### config.mk
export PLATFORM = sky130hd
export DESIGN_NAME = led_panel_fb_arbiter
export DESIGN_NICKNAME = d
export VERILOG_FILES = /design/src/rtl/led_panel_fb_arbiter.sv
export SDC_FILE = /design/constraint.sdc
export NUM_CORES = 1
export LEC_CHECK = 0
export CAP_MARGIN = 40
export CORE_MARGIN = 2
export CORE_UTILIZATION = 25
export DETAILED_ROUTE_END_ITERATION = 8
export PLACE_DENSITY = 0.45
export SLEW_MARGIN = 20
export SYNTH_ARGS = -nofsm -noshare
export SYNTH_HDL_FRONTEND = slang
export SYNTH_SLANG_ARGS = --single-unit
### constraint.sdc
create_clock -name clk -period 6.5 [get_ports clk]
set_clock_uncertainty 0.2 [all_clocks]
set_input_delay 1.95 -clock clk [delete_from_list [all_inputs] [get_ports clk]]
set_output_delay 1.95 -clock clk [all_outputs]
set_load 0.05 [all_outputs]
### src/rtl/led_panel_fb_arbiter.sv
// led_panel_fb_arbiter: frame buffer shared by scan reads, host writes and a clear sequencer.
// Define FB_DOUBLE_BUF_EN for front/back banks swapped on frame_sync.
module led_panel_fb_arbiter #(
  parameter int ADDR_W   = 4,
  parameter int DATA_W   = 8,
  parameter int MAX_WAIT = 3
) (
  input  logic              clk,
  input  logic              reset_n,
  input  logic              wr_valid,
  output logic              wr_ready,
  input  logic [ADDR_W-1:0] wr_addr,
  input  logic [DATA_W-1:0] wr_data,
  input  logic              rd_req,
  input  logic [ADDR_W-1:0] rd_addr,
  output logic              rd_ack,
  output logic [DATA_W-1:0] rd_data,
  input  logic              clr_req,
  output logic              clr_busy,
  input  logic              frame_sync,
  input  logic              swap_req,
  output logic              swap_done
);
  typedef enum logic {IDLE, CLEAR} state_t;
  state_t state, state_nx;
  logic [ADDR_W-1:0] clr_addr, clr_addr_nx;
  logic [3:0] wait_cnt, wait_nx;
  logic wr_fire, rd_grant, starved, rd_zero;
`ifdef FB_DOUBLE_BUF_EN
  localparam int IW = ADDR_W + 1;
  logic front, swap_pending, swap_now;
  logic [IW-1:0] wr_idx, clr_idx, rd_idx;
  assign wr_idx   = {~front, wr_addr};
  assign clr_idx  = {~front, clr_addr};
  assign rd_idx   = {front, rd_addr};
  assign starved  = 1'b0;
  assign rd_zero  = 1'b0;
  assign wr_ready = reset_n && state == IDLE;
  // a swap_req coincident with frame_sync swaps on that same edge
  assign swap_now = frame_sync && (swap_pending || swap_req) && state == IDLE;
  always_ff @(posedge clk or negedge reset_n)
    if (!reset_n) begin
      front        <= 1'b0;
      swap_pending <= 1'b0;
      swap_done    <= 1'b0;
    end else begin
      front        <= front ^ swap_now;
      swap_pending <= swap_now ? 1'b0 : swap_pending | swap_req;
      swap_done    <= swap_now;
    end
`else
  localparam int IW = ADDR_W;
  logic [IW-1:0] wr_idx, clr_idx, rd_idx;
  logic unused_swap;
  assign wr_idx      = wr_addr;
  assign clr_idx     = clr_addr;
  assign rd_idx      = rd_addr;
  assign starved     = wait_cnt == 4'(MAX_WAIT);
  assign rd_zero     = state == CLEAR;
  assign wr_ready    = reset_n && state == IDLE && (!rd_req || starved);
  assign swap_done   = 1'b0;
  assign unused_swap = frame_sync ^ swap_req;
`endif
  logic [DATA_W-1:0] mem [2**IW];
  assign wr_fire  = wr_valid && wr_ready;
  assign rd_grant = rd_req && !(wr_fire && starved);
  assign clr_busy = state == CLEAR;
  always_comb begin
    state_nx    = state == IDLE ? (clr_req ? CLEAR : IDLE) : (&clr_addr ? IDLE : CLEAR);
    clr_addr_nx = state == CLEAR ? clr_addr + 1'b1 : '0;
    wait_nx     = state == CLEAR ? wait_cnt :
                  (!wr_valid || wr_fire) ? 4'd0 :
                  starved ? wait_cnt : wait_cnt + 4'd1;
  end
  always_ff @(posedge clk or negedge reset_n)
    if (!reset_n) begin
      state    <= IDLE;
      clr_addr <= '0;
      wait_cnt <= '0;
    end else begin
      state    <= state_nx;
      clr_addr <= clr_addr_nx;
      wait_cnt <= wait_nx;
    end
  always_ff @(posedge clk or negedge reset_n)
    if (!reset_n) for (int i = 0; i < 2**IW; i++) mem[i] <= '0;
    else if (state == CLEAR) mem[clr_idx] <= '0;
    else if (wr_fire) mem[wr_idx] <= wr_data;
  always_ff @(posedge clk or negedge reset_n)
    if (!reset_n) begin
      rd_ack  <= 1'b0;
      rd_data <= '0;
    end else begin
      rd_ack <= rd_grant;
      if (rd_grant) rd_data <= rd_zero ? '0 : mem[rd_idx];
    end
endmodule

==> impl_summary.md <==
Outcome
The run finished with clean final reports.

Power
The completed layout was analyzed and its total power is 3.38 mW. The worst-case IR drop observed on VDD is between 0.15 and 0.2 mV. For this design the static power due to leakage is around 3.6 nW. The power per unit of standard cell area is between 300 and 400 nW/um^2.

Timing
The worst pin sits at a relative slew slack of 0.409. Static timing analysis puts the maximum clock frequency at 188 MHz. The final-report max-slew violation count came to 0. Setup repair after global routing left no endpoint under its margin. Setup violations remaining at the end of the flow were counted as 0.

At the pin with the least slew margin, the transition time is 884 ps. The final total negative setup slack is 0 ps. Subtracting the final worst setup slack from the clock period gives ~5300 ps. The share of the clock period used by the worst path after layout is 0.817.

The worst hold margin is roughly 310 ps. The number of hold-slack violations in the final timing report is 0.

GRT
The global-route usage over all layers is 0.140. The first global-routing pass estimated ~33 mm of wire. The remaining global-route overflow is 0. The initial antenna violation count is 0.

The via count of the first global-routing pass is 5227. Entering global routing, the biggest net connects between 60 and 70 pins.

Floorplan
The die covers approximately 32000 um^2. The floorplan core area is 29700 um^2. In this run the vertical extent of the chip is between 150 and 200 um.

The effective utilization at floorplan is 0.254. The standard-cell row count is 63. The count of boundary I/O pins is 35.

The width of the die is between 150 and 200 um.

Setup path
The startpoint identified for the worst register-to-register timing path is wait_cnt[0]. The data arrival at the endpoint of the critical path is around 3200 ps. The setup slack on the worst flop-to-flop path is ~3600 ps. The endpoint identified for the worst register-to-register timing path is mem[72]. In this run the worst path has a maximum fanout of 31. For this design, the slowest cell found on the critical path is buf_4. The beginning of the critical path is reset_n. By startpoint and endpoint, the worst setup path is classified as in -> out. In this design, the stage delay of the slowest critical-path cell is about 280 ps.

The endpoint class of the critical path is an output port. The most frequent cell on the critical path is buf_4. The critical path goes through buf_6 -> nand2b_2 -> buf_4 -> a21o_2 -> inv_1 -> buf_4. The worst register-to-register path has a depth of 7.

The worst path required time is between 4000 and 5000 ps. The kind of launch point of the worst setup path is an input port.

Worst hold path
The worst hold endpoint is wait_cnt[0]. Counting instances, the worst hold path has a depth of 1. The worst hold path begins at wait_cnt[0]. The class of the tightest hold or removal check is reg -> reg.

Placement
The post-DP HPWL is 13.8 mm. Input and output buffers added on the ports amount to 31. The placer congestion estimate is between 0.7 and 0.8.

Routing
The sum of routed wire length over all layers is approximately 21 mm. The detailed router placed about 5300 vias in this run. Dividing the detail-routed via count by the number of cells gives 4.58. The first routing iteration left between 300 and 400 violations. The count of antenna-violating nets left after detailed routing is 0. The average wire per standard cell is about 18 um. The number of optimization iterations in the first detailed-route pass is 4. In the routed design, unresolved DRC markers number 0.

Synth
In the synthesized netlist, the number of instances is about 740. In the synthesized netlist the async set-or-reset flop fraction comes to 1.00. The most frequently used cell type in the post-synthesis netlist is nand2_1. In this run the cell area of the synthesized design comes to roughly 7600 um^2.

The total of warnings raised by yosys is 0. The number of enable-type register cells in the synthesized netlist is 0. Among all flip-flop cells after synthesis, the most frequent one is dfrtp_1. In this run, synthesis produced a sequential element count of ~150.

The commonest cells after synthesis are 261 x nand2_1, 146 x dfrtp_1, 116 x o21ai_0. When the netlist entered floorplanning its net count stood at 763. The proportion of netlist area held by the largest area contributor is 0.483. By area the synthesized netlist is led by dfrtp_1 48%, nand2_1 13%, mux4_2 9.5%, o21ai_0 7.7%, a2111oi_4 5.8%. Counting distinct cell types in the post-synthesis netlist gives between 40 and 50. Of the synthesized area, sequential elements account for 0.483. Dividing the synthesized area by the synthesized cell count gives 10.3 um^2.

The top cell type by total area after synthesis is dfrtp_1.

CTS
TritonCTS built the clock tree. The number of gates resized after cts is 0. The hold buffer count at cts is 0.

The root buffer cell chosen for the clock tree is clkbuf_16. The maximum buffer depth of the clock tree is 2. The TritonCTS buffer count is 17. Clock tree synthesis found a total of 146 sinks.

The post-CTS setup-driven buffer insertion count is 0. The clock-pin slew on the worst setup and hold paths is about 60 ps. The level count of the clock H-tree is 4. The source-to-sink clock delay at the later pin of the worst-skew pair is 430 ps.

Final layout
The number of antenna diodes in the final layout is 0. The net total in the final layout is approximately 790. The share of final-layout standard cells stronger than drive strength 1 is 0.153. The area overhead of the layout relative to synthesis is 18.2%.

The layout has approximately 3000 filler cells.

Flow run
The tool flagged a number of max-cap violations equal to 0.
cells in the final DEF (no fill, tap or decap), drive strengths merged, types with 2 or more instances in the layout:
cell / Yosys / layout
clkinvlp: 0 / 3
clkbuf: 17 / 21
o21ai: 130 / 130
nand2: 261 / 261
nor2b: 2 / 2
nand4b: 9 / 9
mux4: 32 / 32
and2: 3 / 3
nand2b: 3 / 3
mux2i: 25 / 25
clkinv: 0 / 2
nand4: 4 / 4
nand3: 3 / 3
or3b: 2 / 2
dfrtp: 146 / 146
a2111oi: 16 / 16
a22o: 8 / 8
nand3b: 2 / 2
bufinv: 0 / 4
inv: 9 / 9
buf: 41 / 36
a31oi: 2 / 2
ha: 5 / 5
clkdlybuf4s50: 0 / 27
flip-flops by register name, indices dropped and copies added (netlist names):
register,flops
wait_cnt,4
rd_data,8
clr_busy,1
mem,128
rd_ack,1
clr_addr,4
critical path: cells and delay by family:
kind,cells,cell delay [ps]
buf+inv,4,840
simple gates,1,80
compound gates,1,280
report_power, final:
part	total (mW)	switching, mW	internal [mW]
Sequential	1.48	0.212	1.26
Clock	1.05	0.392	0.659
Combinational	0.858	0.486	0.372
Total	3.38	1.09	2.29
routing by layer:
layer,vias to the layer above,track usage,wire (um)
met5,-,0,0
met4,0,0.0389,233
met3,18,0.0263,851
met2,119,0.207,9150
met1,2585,0.209,10800
li1,2589,-,-
worst max path at each step:
stage	to	slack, ps	depth (start not counted)
2_1_floorplan	wr_ready	1410	4
3_3_place_gp	wr_ready	1170	6
3_5_place_dp	wr_ready	1170	6
4_1_cts	wr_ready	1170	6
5_1_grt	wr_ready	1090	6
6_report	wr_ready	1190	6
kinds of logic after synthesis:
logic type	after synthesis	share of synthesized area
adders and majority gates	5	0.00828
AOI/OAI and AO/OA	161	0.162
and+or+nand+nor	296	0.162
xor gates and xnor gates	2	0.00232
DFF	146	0.483
buffers and inverters	67	0.0526
other	1	0.000496
muxes	57	0.128
layout make-up:
class	count	area (um^2)	share of cell area
flip-flops and latches	146	3650	0.409
multi-input cells	522	3510	0.393
repair buffers	63	634	0.0710
well taps	390	488	0.0546
clock buffers	21	460	0.0515
clock inverters	9	156	0.0175
inverters	9	33.8	0.00378
through the flow:
stage               cell area (um^2)  setup slack [ps]  cells   util
detailed placement              8190              1170   1119  0.276
global route                    8930              1090   1160  0.301
finish                          8930              1190   1160  0.301
CTS                             8800              1170   1149  0.296
floorplan                       7560              1410    735      -
global placement                8040              1170   1105  0.270
(Power assumes the default switching activity.)
